$ cat config.mk
export PLATFORM = sky130hd
export DESIGN_NAME = passcode_entry_controller_flat
export DESIGN_NICKNAME = d
export VERILOG_FILES = /design/src/rtl/passcode_entry_controller_pkg.sv /design/src/rtl/passcode_entry_controller_if.sv /design/src/rtl/passcode_entry_controller_alarm_down_timer.sv /design/src/rtl/passcode_entry_controller.sv /design/src/flat_wrapper.sv
export SDC_FILE = /design/constraint.sdc
export NUM_CORES = 1
export LEC_CHECK = 0
export CAP_MARGIN = 0
export CORE_MARGIN = 4
export CORE_UTILIZATION = 35
export CTS_CLUSTER_SIZE = 10
export DETAILED_ROUTE_END_ITERATION = 10
export PLACE_DENSITY = 0.52
export SETUP_SLACK_MARGIN = 0.5
export SLEW_MARGIN = 5
export SYNTH_ARGS = -nofsm -noshare
export SYNTH_HDL_FRONTEND = slang
export SYNTH_SLANG_ARGS = --single-unit
export TNS_END_PERCENT = 5
$ cat constraint.sdc
create_clock -name clock -period 4.1 [get_ports clock]
set_input_delay 0.615 -clock clock [delete_from_list [all_inputs] [get_ports clock]]
set_output_delay 0.615 -clock clock [all_outputs]
set_load 0.01 [all_outputs]
$ cat src/rtl/passcode_entry_controller_pkg.sv
// Shared alarm keypad definitions: digit width, BCD range,
// factory passcode and controller state encodings.
package passcode_entry_controller_pkg;

    localparam int          DIGIT_W            = 4;
    localparam logic [3:0]  BCD_MAX            = 4'd9;
    localparam logic [15:0] ALARM_DEFAULT_CODE = 16'h1234;

    localparam logic [2:0] ST_IDLE    = 3'd0;
    localparam logic [2:0] ST_ENTRY   = 3'd1;
    localparam logic [2:0] ST_CHECK   = 3'd2;
    localparam logic [2:0] ST_PROG    = 3'd3;
    localparam logic [2:0] ST_LOCKOUT = 3'd4;

    function automatic logic is_bcd(input logic [DIGIT_W-1:0] d);
        return d <= BCD_MAX;
    endfunction

endpackage

$ cat src/rtl/passcode_entry_controller_if.sv
// Keypad-side strobes in, alarm status and result pulses out.
// master = keypad/display side, slave = passcode controller.
interface passcode_entry_controller_if;
    import passcode_entry_controller_pkg::*;

    logic               key_valid;
    logic [DIGIT_W-1:0] key_digit;
    logic               key_clear;
    logic               prog_req;
    logic               armed;
    logic               access_granted;
    logic               access_denied;
    logic               prog_done;
    logic               lockout;
    logic [2:0]         digits_entered;

    modport master (
        output key_valid, key_digit, key_clear, prog_req,
        input  armed, access_granted, access_denied,
        input  prog_done, lockout, digits_entered
    );

    modport slave (
        input  key_valid, key_digit, key_clear, prog_req,
        output armed, access_granted, access_denied,
        output prog_done, lockout, digits_entered
    );

endinterface

$ cat src/rtl/passcode_entry_controller_alarm_down_timer.sv
// Reloadable down counter; expired flags the last enabled
// cycle of a CYCLES-long run. Holds at zero, never wraps.
module alarm_down_timer #(
    parameter int unsigned CYCLES = 1
) (
    input  logic clock,
    input  logic reset,
    input  logic load,
    input  logic enable,
    output logic expired
);

    localparam int W = $clog2(CYCLES + 1);
    localparam logic [W-1:0] RELOAD = W'(CYCLES);

    logic [W-1:0] count;

    // Reload on demand, otherwise count down while enabled
    always_ff @(posedge clock) begin
        if (reset) begin
            count <= '0;
        end else if (load) begin
            count <= RELOAD;
        end else if (enable && count != '0) begin
            count <= count - 1'b1;
        end
    end

    assign expired = enable && !load && (count == W'(1));

endmodule

$ cat src/rtl/passcode_entry_controller.sv
// Keypad passcode sequencer: collects digits, checks or
// reprograms the stored code, arms/disarms, locks out on failures.
module passcode_entry_controller
    import passcode_entry_controller_pkg::*;
#(
    parameter int          CODE_LEN       = 4,
    parameter int          MAX_FAILS      = 3,
    parameter int unsigned LOCKOUT_CYCLES = 250_000_000,
    parameter int unsigned TIMEOUT_CYCLES = 500_000_000,
    parameter logic [CODE_LEN*DIGIT_W-1:0] DEFAULT_CODE = ALARM_DEFAULT_CODE
) (
    input logic clock,
    input logic reset,
    passcode_entry_controller_if.slave bus
);

    localparam int CW = CODE_LEN * DIGIT_W;
    localparam int FW = $clog2(MAX_FAILS + 1);
    localparam logic [FW-1:0] FAIL_MAX = FW'(MAX_FAILS);
    localparam logic [3:0]    LAST     = 4'(CODE_LEN - 1);

    logic [2:0]    state;
    logic [CW-1:0] entry_buf;
    logic [CW-1:0] code_reg;
    logic [CW-1:0] shifted;
    logic [3:0]    cnt;
    logic [FW-1:0] fails;
    logic          armed_q;
    logic          lockout_q;
    logic          granted_q;
    logic          denied_q;
    logic          done_q;

    logic in_input;
    logic clear_hit;
    logic prog_go;
    logic take_key;
    logic last_key;
    logic match;
    logic fail_hit;
    logic check_bad;
    logic to_exp;
    logic lock_exp;

    assign in_input  = (state == ST_ENTRY) || (state == ST_PROG);
    assign clear_hit = bus.key_clear && (in_input || state == ST_IDLE);
    assign prog_go   = (state == ST_IDLE) && bus.prog_req && !armed_q;
    assign take_key  = bus.key_valid && is_bcd(bus.key_digit) && !clear_hit
                     && (in_input || (state == ST_IDLE && !prog_go));
    assign last_key  = take_key && in_input && (cnt == LAST);
    assign shifted   = {entry_buf[CW-DIGIT_W-1:0], bus.key_digit};
    assign match     = (entry_buf == code_reg);
    assign fail_hit  = (fails >= FAIL_MAX - 1'b1);
    assign check_bad = (state == ST_CHECK) && !match;

    alarm_down_timer #(.CYCLES(TIMEOUT_CYCLES)) u_timeout (
        .clock   (clock),
        .reset   (reset),
        .load    (take_key || prog_go),
        .enable  (in_input),
        .expired (to_exp)
    );

    alarm_down_timer #(.CYCLES(LOCKOUT_CYCLES)) u_lockout (
        .clock   (clock),
        .reset   (reset),
        .load    (check_bad && fail_hit),
        .enable  (state == ST_LOCKOUT),
        .expired (lock_exp)
    );

    // Sequencer: state, entry shift register and digit count
    always_ff @(posedge clock) begin
        if (reset) begin
            state     <= ST_IDLE;
            entry_buf <= '0;
            cnt       <= '0;
        end else begin
            case (state)
                ST_IDLE: begin
                    if (prog_go) begin
                        state     <= ST_PROG;
                        entry_buf <= '0;
                        cnt       <= '0;
                    end else if (take_key) begin
                        state     <= ST_ENTRY;
                        entry_buf <= shifted;
                        cnt       <= 4'd1;
                    end
                end
                ST_ENTRY, ST_PROG: begin
                    if (clear_hit || to_exp) begin
                        state     <= ST_IDLE;
                        entry_buf <= '0;
                        cnt       <= '0;
                    end else if (last_key) begin
                        state     <= (state == ST_ENTRY) ? ST_CHECK : ST_IDLE;
                        entry_buf <= (state == ST_ENTRY) ? shifted : '0;
                        cnt       <= '0;
                    end else if (take_key) begin
                        entry_buf <= shifted;
                        cnt       <= cnt + 1'b1;
                    end
                end
                ST_CHECK: begin
                    state     <= (!match && fail_hit) ? ST_LOCKOUT : ST_IDLE;
                    entry_buf <= '0;
                end
                ST_LOCKOUT: begin
                    if (lock_exp) state <= ST_IDLE;
                end
                default: state <= ST_IDLE;
            endcase
        end
    end

    // Stored code, arming, failure count and lockout flag
    always_ff @(posedge clock) begin
        if (reset) begin
            code_reg  <= DEFAULT_CODE;
            armed_q   <= 1'b0;
            fails     <= '0;
            lockout_q <= 1'b0;
        end else begin
            if (last_key && state == ST_PROG) code_reg <= shifted;
            if (state == ST_CHECK) begin
                if (match) begin
                    armed_q <= ~armed_q;
                    fails   <= '0;
                end else begin
                    fails     <= fail_hit ? FAIL_MAX : fails + 1'b1;
                    lockout_q <= fail_hit;
                end
            end
            if (state == ST_LOCKOUT && lock_exp) begin
                lockout_q <= 1'b0;
                fails     <= '0;
            end
        end
    end

    // One-cycle result pulses
    always_ff @(posedge clock) begin
        if (reset) begin
            granted_q <= 1'b0;
            denied_q  <= 1'b0;
            done_q    <= 1'b0;
        end else begin
            granted_q <= (state == ST_CHECK) && match;
            denied_q  <= check_bad;
            done_q    <= last_key && (state == ST_PROG);
        end
    end

    assign bus.armed          = armed_q;
    assign bus.lockout        = lockout_q;
    assign bus.access_granted = granted_q;
    assign bus.access_denied  = denied_q;
    assign bus.prog_done      = done_q;
    assign bus.digits_entered = in_input ? cnt[2:0] : 3'd0;

endmodule

$ cat src/flat_wrapper.sv
// flat-port wrapper written by rule: the top's interface ports become plain ports
module passcode_entry_controller_flat import passcode_entry_controller_pkg::*;
#(
    parameter int          CODE_LEN       = 4,
    parameter int          MAX_FAILS      = 3,
    parameter int unsigned LOCKOUT_CYCLES = 250_000_000,
    parameter int unsigned TIMEOUT_CYCLES = 500_000_000,
    parameter logic [CODE_LEN*DIGIT_W-1:0] DEFAULT_CODE = ALARM_DEFAULT_CODE
)
  (clock, reset, bus_key_valid, bus_key_digit, bus_key_clear, bus_prog_req, bus_armed, bus_access_granted, bus_access_denied, bus_prog_done, bus_lockout, bus_digits_entered);
  passcode_entry_controller_if bus_i ();
  input logic clock;
  input logic reset;
  input wire logic [$bits(bus_i.key_valid)-1:0] bus_key_valid;
  input wire logic [$bits(bus_i.key_digit)-1:0] bus_key_digit;
  input wire logic [$bits(bus_i.key_clear)-1:0] bus_key_clear;
  input wire logic [$bits(bus_i.prog_req)-1:0] bus_prog_req;
  output wire logic [$bits(bus_i.armed)-1:0] bus_armed;
  output wire logic [$bits(bus_i.access_granted)-1:0] bus_access_granted;
  output wire logic [$bits(bus_i.access_denied)-1:0] bus_access_denied;
  output wire logic [$bits(bus_i.prog_done)-1:0] bus_prog_done;
  output wire logic [$bits(bus_i.lockout)-1:0] bus_lockout;
  output wire logic [$bits(bus_i.digits_entered)-1:0] bus_digits_entered;
  assign bus_i.key_valid = bus_key_valid;
  assign bus_i.key_digit = bus_key_digit;
  assign bus_i.key_clear = bus_key_clear;
  assign bus_i.prog_req = bus_prog_req;
  assign bus_armed = bus_i.armed;
  assign bus_access_granted = bus_i.access_granted;
  assign bus_access_denied = bus_i.access_denied;
  assign bus_prog_done = bus_i.prog_done;
  assign bus_lockout = bus_i.lockout;
  assign bus_digits_entered = bus_i.digits_entered;
  passcode_entry_controller #(.CODE_LEN(CODE_LEN), .MAX_FAILS(MAX_FAILS), .LOCKOUT_CYCLES(LOCKOUT_CYCLES), .TIMEOUT_CYCLES(TIMEOUT_CYCLES), .DEFAULT_CODE(DEFAULT_CODE)) u_core (.clock(clock), .reset(reset), .bus(bus_i));
endmodule
# ---- Word-level counts from Yosys, hierarchy flattened
# Cells that the tools add are included.
dict set report totals {
  ff_bits 103
  input_bits 9
  out_inout_bits 8
  word_cells 108
}
dict set report classes {
  n_addsub 4
  magnitude_cmp 2
  eq_ne 12
  mux 27
  bitwise_logic 2
  n_reduce_logical 47
}
# op n
set ops {}
lappend ops {{16-bit two-way mux} 5}
lappend ops {{29-bit two-way mux} 2}
lappend ops {{28-bit two-way mux} 2}
lappend ops {{16-bit one-hot mux with 3 select lines} 1}
lappend ops {{29-bit by 1-bit == test with 1-bit output, second input constant} 1}
lappend ops {{29-bit nonzero test} 1}
lappend ops {{29-bit by 1-bit subtractor with 29-bit output, second input constant} 1}
lappend ops {{28-bit by 1-bit == test with 1-bit output, second input constant} 1}
lappend ops {{28-bit nonzero test} 1}
lappend ops {{28-bit by 1-bit subtractor with 28-bit output, second input constant} 1}
lappend ops {{1-bit logical AND} 21}
lappend ops {{3-bit two-way mux} 7}
lappend ops {{4-bit two-way mux} 5}
lappend ops {{16-bit == test} 1}
lappend ops {{3-bit one-hot mux with 4 select lines} 1}
lappend ops {{4-bit one-hot mux with 2 select lines} 1}
lappend ops {{2-bit OR reduction} 4}
lappend ops {{3-bit by 2-bit == test with 1-bit output, second input constant} 2}
lappend ops {{1-bit zero test} 6}
lappend ops {{2-bit two-way mux} 3}
lappend ops {{3-bit by 1-bit inequality test with 1-bit output, second input constant} 2}
lappend ops {{3-bit AND reduction} 2}
lappend ops {{2-bit nonzero test} 3}
lappend ops {{1-bit logical OR} 5}
lappend ops {{13 further kinds} 15}

# ---- Longest topological paths before layout
# Gate-level depths: netlist of run 1.
dict set report logic_depth {
  word_depth 14
  depth_mapped 9
  depth_no_buf 8
}

# ---- Hierarchy
# From an unflattened synthesis of run 1, not the netlist that was laid out.
dict set report unflattened {
  hier_cells 714
  hier_area_um2 5980.7
}
# mod instances cells_per_inst area_per_inst_um2 seq_area_each_um2
set by_module_without_submodules {}
lappend by_module_without_submodules {passcode_entry_controller 1 313 2606.2 920.9}
lappend by_module_without_submodules {{alarm_down_timer (u_core.u_lockout)} 1 225 1838.0 560.5}
lappend by_module_without_submodules {{alarm_down_timer (u_core.u_timeout)} 1 176 1536.5 580.6}

# ---- Worst setup path after synthesis of run 1
# Ideal clock, no wire load.
dict set report synth_timing {
  path_type {register to register}
  startpoint {register u_core.u_lockout.count[4]}
  endpoint {register u_core.u_lockout.count[22]}
  setup_time_ns 0.130
  arrival_ns 2.162
  t_required_ns 3.970
  path_slack_ns 1.808
  path_stages_with_launch 8
  path_buffers 1
  synth_period_minus_slack_ns 2.292
  path_cell_list {dfxtp_1 -> or3_1 -> buf_2 -> or4_4 -> a2111oi_4 -> nand3_1 -> xor2_1 -> o21ai_1}
}
dict set report synth_via {
  elab_chain_len 3
  word_cells_on_any_way 6
  classes_between {1 x add/sub; 2 x mux; 3 x reduce/logical}
}
# element line_no
set synth_rtl {}
lappend synth_rtl {{from (decl)} passcode_entry_controller_alarm_down_timer.sv:16} ;# logic [W-1:0] count;
lappend synth_rtl {{from (signal assigned)} passcode_entry_controller_alarm_down_timer.sv:25} ;# count <= count - 1'b1;
lappend synth_rtl {{28-bit by 1-bit subtractor with 28-bit output / 28-bit nonzero test (equally long branches)} {passcode_entry_controller_alarm_down_timer.sv:25, passcode_entry_controller_alarm_down_timer.sv:24}}
lappend synth_rtl {{28-bit two-way mux / 1-bit logical AND (equally long branches)} passcode_entry_controller_alarm_down_timer.sv:24} ;# end else if (enable && count != '0) begin
lappend synth_rtl {{28-bit two-way mux / 2-bit nonzero test (equally long branches)} -}
# Parallel ways exist; a longest one is shown, timed or not. The select of a mux whose other input is x is not followed.
# A chain may end at the register's enable or synchronous reset.

# ---- Worst setup path after layout of run 1
dict set report layout_timing {
  startpoint {register u_core.state[0]}
  endpoint {output port bus_digits_entered[1]}
}
dict set report layout_via {
  elab_chain_len 3
  word_cells_on_any_way 4
  classes_between {2 x eq/ne; 1 x mux; 1 x reduce/logical}
}
# element line_no
set layout_rtl {}
lappend layout_rtl {{from (decl)} passcode_entry_controller.sv:22} ;# logic [2:0] state;
lappend layout_rtl {{from (signal assigned)} passcode_entry_controller.sv:97} ;# state <= (state == ST_ENTRY) ? ST_CHECK : ST_IDLE;
lappend layout_rtl {{from (signal assigned)} passcode_entry_controller.sv:106} ;# state <= (!match && fail_hit) ? ST_LOCKOUT : ST_IDLE;
lappend layout_rtl {{3-bit by 1-bit == test with 1-bit output / 3-bit by 2-bit == test with 1-bit output (equally long branches)} passcode_entry_controller.sv:45} ;# assign in_input = (state == ST_ENTRY) || (state == ST_PROG);
lappend layout_rtl {{1-bit logical OR *} passcode_entry_controller.sv:45}
lappend layout_rtl {{3-bit two-way mux *} passcode_entry_controller.sv:160} ;# assign bus.digits_entered = in_input ? cnt[2:0] : 3'd0;
lappend layout_rtl {{to (decl)} flat_wrapper.sv:23} ;# output wire logic [$bits(bus_i.digits_entered)-1:0] bus_digits_entered;
# Mark *: on every way between the ends. The rest lies on a longest branch, timed or not.

==> results_dict.tcl, run 1 <==
set metrics [dict create \
    cts_tree "built" \
    power_density_nw_per_um2 424 \
    cts.sinks 103 \
    fin_tns_setup_ps 0 \
    avgSynthCellArea_um2 9.06 \
    cpPeakStageDelay_ps 580 \
    gp_routability_congestion 0.768 \
    ios 17 \
    critPathSlowestCell "dfxtp_1" \
    startpoint_type "flop" \
    dieArea_um2 16000 \
    syn_area_um2 4930 \
    status "finished, final reports clean" \
    placedCellCount 717 \
    coreArea_um2 13800 \
    vias 3875 \
    antenna_found_initial 0 \
    worstPathRequired_ps 3480 \
    hpwl_mm 7.28 \
    synth_ff_type "dfxtp_1" \
    fin_crit_ps 2850 \
    cts.htree.levels 3 \
    cts.clk_slew.worst_paths_ps 70 \
    post_cts_buffers 0 \
    top_regs "u_core.u_timeout.count: 29 flops, u_core.u_lockout.count: 28 flops" \
    p_clk_share_pct 40.2 \
    post_cts_resized 0 \
    largest-register "u_core.u_timeout.count" \
    wire_per_inst_um 15.0 \
    cp-end-kind "output port" \
    drt_iter0_drc 159 \
    cts-hold-fix-buffers 0 \
    start_util_pct 35.7 \
    placementRows 43 \
    switching_power_uw 616 \
    cp_cell_sequence "nor2b_1 -> and2_1 -> clkdlybuf4s50_1" \
    rsz0062_at_grt "no" \
    drive_above_1_share_pct 6.16 \
    nets 564 \
    p_sw_share_pct 26.0 \
    grt_pass1_vias 3781 \
    ir_drop_mv 0.270 \
    yosysWarnings 0 \
    ys_ff_latch 103 \
    path_delay_family "simple AND/OR/NAND/NOR gates" \
    antennaDiodeCount 0 \
    drc_errors 0 \
    grt_max_degree 36 \
    worst-setup-path-type "flop to output port" \
    finClkSkew_ps 7.32 \
    grt.overflow.total 0 \
    largest_register_ffs 29 \
    root_buffer "clkbuf_16" \
    io_buffers 16 \
    fillCellCount 1365 \
    pwr-share-comb_pct 13.9 \
    crit_arrival_ps 2230 \
    p_leak_nw 2.12 \
    cp_num_buf_inv 1 \
    antenna_left 0 \
    viasPerCell 5.29 \
    critPathMaxFanout 13 \
    async_flop_share_pct 0 \
    seq_power_share_pct 45.9 \
    p_int_mw 1.75 \
    die_h_um 127 \
    cts.path.max_buffers 2 \
    fin_cells 732 \
    dr.pass1.iters 4 \
    synth_edf_count 0 \
    slew_viol_final 0 \
    wl_mm 11.0 \
    slew_headroom_pct 44.2 \
    cts_buffers 9 \
    synth_cells 544 \
    die_w_um 127 \
    hold_violations 0 \
    post-route-period-util_pct 69.4 \
    grt_pass1_wl_mm 18.5 \
    hold_class "flop to flop" \
    maxCapViolCount 0 \
    fmax_ghz 0.351 \
    grt_usage_pct 13.9 \
    yosysSeqAreaShare_pct 41.8 \
    finalSetupViolations 0 \
    synth_fp_nets 560 \
    tightest_slew_ps 826 \
    area_growth_syn_to_layout_pct 13.1 \
    synth_cell_types 54 \
    clk_latency_ps 350 \
]
==> worst min-delay path: cells and delay by family, from the launching register on <==
family,cells,cell delay [ps]
flops,1,320
simple gates,1,50
compound gates,1,50
==> cells in the final DEF (no fill, tap or decap), drive strengths merged, types with 15 or more instances in the layout <==
cell	instances
dfxtp	103
xor2	41
nand2	16
nor4	22
xnor2	27
nor3	19
nand3	15
mux2i	15
a21oi	29
clkdlybuf4s50	15
o21ai	19
nor2	70
==> routing by layer <==
metal  up-vias  track usage [%]  wire length [µm]
li1       1968                -                 -
met1      1841             17.9              5340
met2        57             23.4              5050
met3         9             3.75               449
met4         0             3.34               117
met5         -                0                 0
==> through the flow <==
| step | utilization (%) | power [mW] | setup slack (ps) | cell area [µm²] | hold WS [ps] |
|---|---|---|---|---|---|
| final | 40.3 | 2.37 | 1250 | 5570 | 468 |
| after global routing | 40.3 | 2.48 | 1040 | 5570 | 500 |
| after CTS | 40.3 | 2.40 | 1240 | 5570 | 476 |
| after detailed placement | 37.9 | 1.44 | 1100 | 5240 | 466 |
| after global placement | 37.9 | 1.43 | 1100 | 5240 | 468 |
| after floorplan | - | 1.35 | 1810 | 4930 | 454 |
==> final cells by class <==
cell class                      count  area, µm²  area share (%)
Inverter                           12       45.0           0.808
Timing Repair Buffer               22        200            3.59
Clock inverter                      3       65.1            1.17
Tap cell                          180        225            4.04
Sequential cell                   103       2060            37.0
Clock buffer                       12        267            4.78
Multi-Input combinational cell    400       2710            48.6
==> cells by family (layout without fill, tap and decap cells) <==
logic type               Yosys count  in the layout  share of synthesized area [%]
AO/OA/AOI/OAI                     93             93                           13.9
XOR/XNOR                          68             68                           12.1
adder cells (fa/ha/maj)            7              7                           1.78
buffers and inverters             41             49                           3.20
flip-flops                       103            103                           41.8
multiplexers                      15             15                           3.05
AND/OR/NAND/NOR                  217            217                           24.1
==> power by group through the flow <==
stage | logic, mW | clock network [mW] | registers [mW]
after global placement | 0.323 | 0 | 1.11
after detailed placement | 0.327 | 0 | 1.11
after global routing | 0.368 | 1.02 | 1.09
final | 0.329 | 0.950 | 1.09
after CTS | 0.330 | 0.979 | 1.09
after floorplan | 0.258 | 0 | 1.10
==> path summary, 6_finish.rpt <==
kind	startpoint	end	slack, ps	depth (start not counted)
worst min register to register	u_core.bus.lockout$_SDFFE_PP0P_	u_core.bus.lockout$_SDFFE_PP0P_	470	2
worst min-delay path	u_core.bus.lockout$_SDFFE_PP0P_	u_core.bus.lockout$_SDFFE_PP0P_	470	2
worst max register to register	u_core.state[2]$_SDFFE_PP0P_	u_core.u_lockout.count[27]$_SDFFE_PP0P_	1340	6
worst max-delay path	u_core.state[0]$_SDFFE_PP0P_	bus_digits_entered[1]	1250	3
==> cell usage after synthesis, drive strengths merged (9+ instances only) <==
| master | count | area share (%) |
|---|---|---|
| a21oi | 29 | 2.9 |
| clkbuf | 23 | 1.8 |
| dfxtp | 103 | 42 |
| inv | 12 | 0.91 |
| mux2i | 15 | 3.0 |
| nand2 | 16 | 1.2 |
| nand3 | 15 | 1.5 |
| nand4 | 12 | 1.5 |
| nor2 | 70 | 5.3 |
| nor3 | 19 | 2.0 |
| nor4 | 22 | 3.1 |
| o21ai | 19 | 1.9 |
| o221a | 12 | 2.7 |
| or3 | 9 | 1.2 |
| or4 | 10 | 1.6 |
| xnor2 | 27 | 4.8 |
| xor2 | 41 | 7.3 |
(Power assumes the default switching activity.)
==> run 2: changes to the inputs <==
PLACE_DENSITY = 0.54   (was 0.52)
clock period = 2.3 ns   (was 4.1 ns; I/O delays follow)
==> results_dict.tcl, run 2 (synthesized netlist as in run 1, its figures left out) <==
set metrics [dict create \
    status "finished, final reports clean" \
    io_buffers 16 \
    p_sw_share_pct 28.4 \
    p_clk_share_pct 35.7 \
    clk_latency_ps 350 \
    die_h_um 127 \
    drc_errors 0 \
    start_util_pct 35.7 \
    drive_above_1_share_pct 27.6 \
    antenna_left 0 \
    dieArea_um2 16000 \
    drt_iter0_drc 224 \
    startpoint_type "flop" \
    critPathMaxFanout 12 \
    routed.top_layer "met4" \
    seq_power_share_pct 44.4 \
    grt_pass1_wl_mm 19.0 \
    fin_crit_ps 2240 \
    cp-end-kind "flop" \
    post-route-period-util_pct 97.4 \
    maxCapViolCount 0 \
    crit_arrival_ps 2470 \
    final_cell_mix "88 x dfxtp_1, 70 x nor2_1, 50 x buf_4" \
    total_power_mw 4.37 \
    dpl-instance-area_um2 5700 \
    finClkSkew_ps 9.03 \
    fmax_ghz 0.446 \
    grt_pass1_vias 3974 \
    cts.clk_slew.worst_paths_ps 70 \
    mostFrequentLayoutCell "dfxtp_1" \
    area_growth_syn_to_layout_pct 30.5 \
    root_buffer "clkbuf_16" \
    cts_buffers 9 \
    dr.pass1.iters 4 \
    vias 4168 \
    layout_setup_ws_ps 59.6 \
    power_density_nw_per_um2 679 \
    grt_max_degree 24 \
    hpwl_mm 7.78 \
    fillCellCount 1324 \
    ir_drop_mv 0.389 \
    finalSetupViolations 0 \
    largest-register "u_core.u_timeout.count" \
    p_int_mw 3.12 \
    cts_tree "built" \
    p_leak_nw 2.50 \
    tightest_slew_ps 505 \
    wire_per_inst_um 14.8 \
    slew_headroom_pct 65.8 \
    ios 17 \
    hold_class "primary input to flop" \
    cpPeakStageDelay_ps 530 \
    pre_cts_slack_ps -204 \
    cts.sinks 103 \
    wl_met3_um 369 \
    top_regs "u_core.u_timeout.count: 29 flops, u_core.u_lockout.count: 28 flops" \
    hold_violations 0 \
    worstPathRequired_ps 2530 \
    path_delay_family "simple AND/OR/NAND/NOR gates" \
    whs_ps 439 \
    rsz0062_at_grt "yes" \
    cp_cell_sequence "inv_2 -> ha_4 -> or4bb_4 -> nor4_4 -> o2111ai_2 -> nand2_2 -> a31oi_1 -> buf_4 -> o221a_1" \
    fin_tns_setup_ps 0 \
    routed-wl-met2_mm 5.36 \
    largest_register_ffs 29 \
    viasPerCell 5.28 \
    worst-setup-path-type "flop to flop" \
    cts.path.max_buffers 2 \
    slew_viol_final 0 \
    grt_usage_pct 14.4 \
    antennaDiodeCount 0 \
    wl_met1_mm 5.58 \
    gp_routability_congestion 0.883 \
    die_w_um 127 \
    pwr-share-comb_pct 19.9 \
    placementRows 43 \
    grt.overflow.total 0 \
    wl_mm 11.6 \
    switching_power_mw 1.24 \
    antenna_found_initial 0 \
    nets 620 \
    critPathSlowestCell "or4bb_4" \
    cp_num_buf_inv 2 \
    cts.htree.levels 3 \
    final_area_um2 6430 \
    coreArea_um2 13800 \
]
## run 2: final timing paths
| path | start | to | slack (ps) | depth (start not counted) |
|---|---|---|---|---|
| max | u_core.u_timeout.count[1]$_SDFFE_PP0P_ | u_core.entry_buf[15]$_SDFFE_PP0P_ | 60 | 9 |
| min | bus_key_digit[1] | u_core.code_reg[1]$_SDFFE_PP0P_ | 440 | 4 |
| max reg2reg | u_core.u_timeout.count[1]$_SDFFE_PP0P_ | u_core.entry_buf[15]$_SDFFE_PP0P_ | 60 | 9 |
| min reg2reg | u_core.bus.lockout$_SDFFE_PP0P_ | u_core.bus.lockout$_SDFFE_PP0P_ | 460 | 2 |
## run 2: cell type report
cell class	count	area (µm²)	share of cell area, %
timing repair buffer	78	682	10.6
clock buffer	10	229	3.56
sequential	103	2090	32.5
clock inverter	6	75.1	1.17
inverter	12	45.0	0.700
tap	180	225	3.50
multi-input combinational	400	3090	48.0
## run 2: power groups by stage
stage,logic (mW),registers (mW),clock network (mW)
6_report,0.869,1.94,1.56
5_1_grt,0.955,1.95,1.69
4_1_cts,0.757,1.93,1.61
3_5_place_dp,0.740,1.97,0
3_3_place_gp,0.730,1.97,0
2_1_floorplan,0.492,1.95,0
## run 2: repair_timing
item / in CTS / in global routing
gates cloned: 0 / 0
setup endpoints to repair: 104 / 105
pin swaps: 1 / 55
resized for setup: 21 / 94
setup buffers: 3 / 2
hold buffers: 0 / 0
## run 2: routing by layer
metal / GRT usage, % / vias up
met5: 0 / -
met4: 5.80 / 0
met3: 2.69 / 23
met2: 22.6 / 63
met1: 19.4 / 2002
li1: - / 2080
## run 2: tightest hold or removal path, stage by stage
cell and delay (ps):
dlymetal6s2s_1 130, buf_4 150, mux2i_1 60, nor2_1 70
## run 2: metrics by stage
| step | util, % | cells |
|---|---|---|
| finish | 46.5 | 789 |
| global route | 46.5 | 789 |
| CTS | 43.8 | 787 |
| detailed placement | 41.2 | 768 |
| global placement | 41.2 | 768 |
| floorplan | - | 544 |
==> run 3: changes to the inputs <==
DONT_BUFFER_PORTS = 1   (was not set)
PLACE_DENSITY = 0.53   (was 0.54)
==> results_dict.tcl, run 3 (synthesized netlist as in run 1, its figures left out) <==
set metrics [dict create \
    status "finished, final reports clean" \
    worst_r2r_path_depth 7 \
    dr.pass1.iters 4 \
    final_cell_mix "94 x dfxtp_1, 70 x nor2_1, 50 x buf_4" \
    placementRows 43 \
    ir_drop_mv 0.437 \
    tightest_slew_ps 624 \
    hpwl_mm 7.49 \
    startpoint_type "flop" \
    start_util_pct 35.7 \
    drive_above_1_share_pct 20.4 \
    rrSetupSlack_ps 120 \
    antenna_left 0 \
    worstSetupStartpoint "u_core.u_lockout.count[12]$_SDFFE_PP0P_" \
    fillCellCount 1335 \
    die_h_um 127 \
    antennaDiodeCount 0 \
    antenna_found_initial 0 \
    fin_crit_ps 2180 \
    hold_class "primary input to flop" \
    finClkSkew_ps 13.2 \
    slew_headroom_pct 57.8 \
    mostFrequentLayoutCell "dfxtp_1" \
    vias 3969 \
    io_buffers 0 \
    grt_usage_pct 14.4 \
    placedCellCount 735 \
    wl_mm 10.9 \
    grt_pass1_vias 3947 \
    dieArea_um2 16000 \
    cts.sinks 103 \
    fin_tns_setup_ps 0 \
    cts_tree "built" \
    area_growth_syn_to_layout_pct 20.5 \
    p_leak_nw 2.31 \
    cts.htree.levels 3 \
    grt.overflow.total 0 \
    maxCapViolCount 0 \
    root_buffer "clkbuf_16" \
    fin_cells 764 \
    critPathMaxFanout 6 \
    grt_max_degree 64 \
    cts_buffers 9 \
    nets 596 \
    reg2reg_to "u_core.u_lockout.count[26]$_SDFFE_PP0P_" \
    crit_arrival_ps 2420 \
    grt_pass1_wl_mm 19.1 \
    gp_routability_congestion 0.865 \
    post-route-period-util_pct 94.9 \
    slew_viol_final 0 \
    drc_errors 0 \
    hold_violations 0 \
    fmax_ghz 0.458 \
    cp-endpoint "u_core.u_lockout.count[26]$_SDFFE_PP0P_" \
    power_density_nw_per_um2 701 \
    cts.path.max_buffers 2 \
    largest_register_ffs 29 \
    ios 17 \
    cts.clk_slew.worst_paths_ps 70 \
    worst-setup-path-type "flop to flop" \
    rsz0062_at_grt "yes" \
    r2r-start "u_core.u_lockout.count[12]$_SDFFE_PP0P_" \
    clk_latency_ps 350 \
    worstPathRequired_ps 2540 \
    coreArea_um2 13800 \
    wire_per_inst_um 14.3 \
    viasPerCell 5.20 \
    die_w_um 127 \
    cp-end-kind "flop" \
    finalSetupViolations 0 \
    largest-register "u_core.u_timeout.count" \
    drt_iter0_drc 280 \
    top_regs "u_core.u_timeout.count: 29 flops, u_core.u_lockout.count: 28 flops" \
]
[run 3: cell types whose count changed in the layout (fill, tap and decap cells not counted), sizes merged]
cell,before,now
buf,66,54
clkinvlp,1,0
inv,15,14
clkdlybuf4s50,9,0
bufinv,1,0
clkinv,1,4
dlymetal6s2s,3,0
clkbuf,10,9
[run 3: final cells by class]
type | count | area (µm²) | area share [%]
sequential | 103 | 2070 | 34.9
timing repair buffer | 54 | 429 | 7.23
tap | 180 | 225 | 3.79
multi-input combinational | 400 | 2890 | 48.6
clock buffer | 9 | 225 | 3.79
clock inverter | 6 | 55.1 | 0.927
inverter | 12 | 45.0 | 0.759
[run 3: worst min-delay path by stage]
stage                                                 start                                      end  slack (ps)  depth (start not counted)
floorplan           u_core.u_timeout.count[15]$_SDFFE_PP0P_  u_core.u_timeout.count[15]$_SDFFE_PP0P_         450                          2
global placement                                      reset            u_core.bus.armed$_SDFFE_PP0P_         420                          1
detailed placement                                    reset         u_core.code_reg[10]$_SDFFE_PP0P_         420                          1
CTS                                                   reset     u_core.bus.access_granted$_SDFF_PP0_          40                          1
global route                                          reset         u_core.code_reg[10]$_SDFFE_PP0P_          30                          1
finish                                                reset         u_core.code_reg[10]$_SDFFE_PP0P_          50                          1
[run 3: critical path, stage by stage, from the launching register on]
cell	delay (ps)
dfxtp_2	320
or4_4	540
or4_4	480
a2111oi_4	210
buf_4	210
nand3b_1	100
xor2_1	150
o21ai_1	70
[run 3: what timing repair did]
action                     4_1_cts  5_1_grt
hold buffers                     0        0
setup endpoints to repair       92      105
setup buffers                    8        6
pin swaps                        5        7
hold endpoints to repair         0        0
gates resized for setup         13       25
[run 3: where the power goes]
| group | leakage [nW] | switching [mW] | internal [mW] | total (mW) |
|---|---|---|---|---|
| combinational | 1.33 | 0.397 | 0.372 | 0.769 |
| clock | 0.138 | 0.715 | 0.748 | 1.46 |
| sequential | 0.839 | 0.0705 | 1.86 | 1.93 |
[run 3: metal layers]
metal	GRT usage, %	vias to the layer above	part of all wire [%]
met5	0	-	0
met4	4.54	0	1.1
met3	4.42	7	3.9
met2	22.5	35	46
met1	19.0	1896	49
li1	-	2031	-
[run 3: stage by stage]
| step | setup slack (ps) | power (mW) | hold slack, ps | utilization (%) | area (µm²) |
|---|---|---|---|---|---|
| 2_1_floorplan | 138 | 2.45 | 454 | - | 5000 |
| 3_3_place_gp | 59.5 | 2.63 | 424 | 39.1 | 5410 |
| 3_5_place_dp | 58.7 | 2.64 | 424 | 39.1 | 5410 |
| 4_1_cts | 111 | 4.15 | 37.8 | 41.8 | 5780 |
| 5_1_grt | 14.9 | 4.39 | 33.9 | 42.9 | 5940 |
| 6_report | 117 | 4.16 | 54.2 | 42.9 | 5940 |
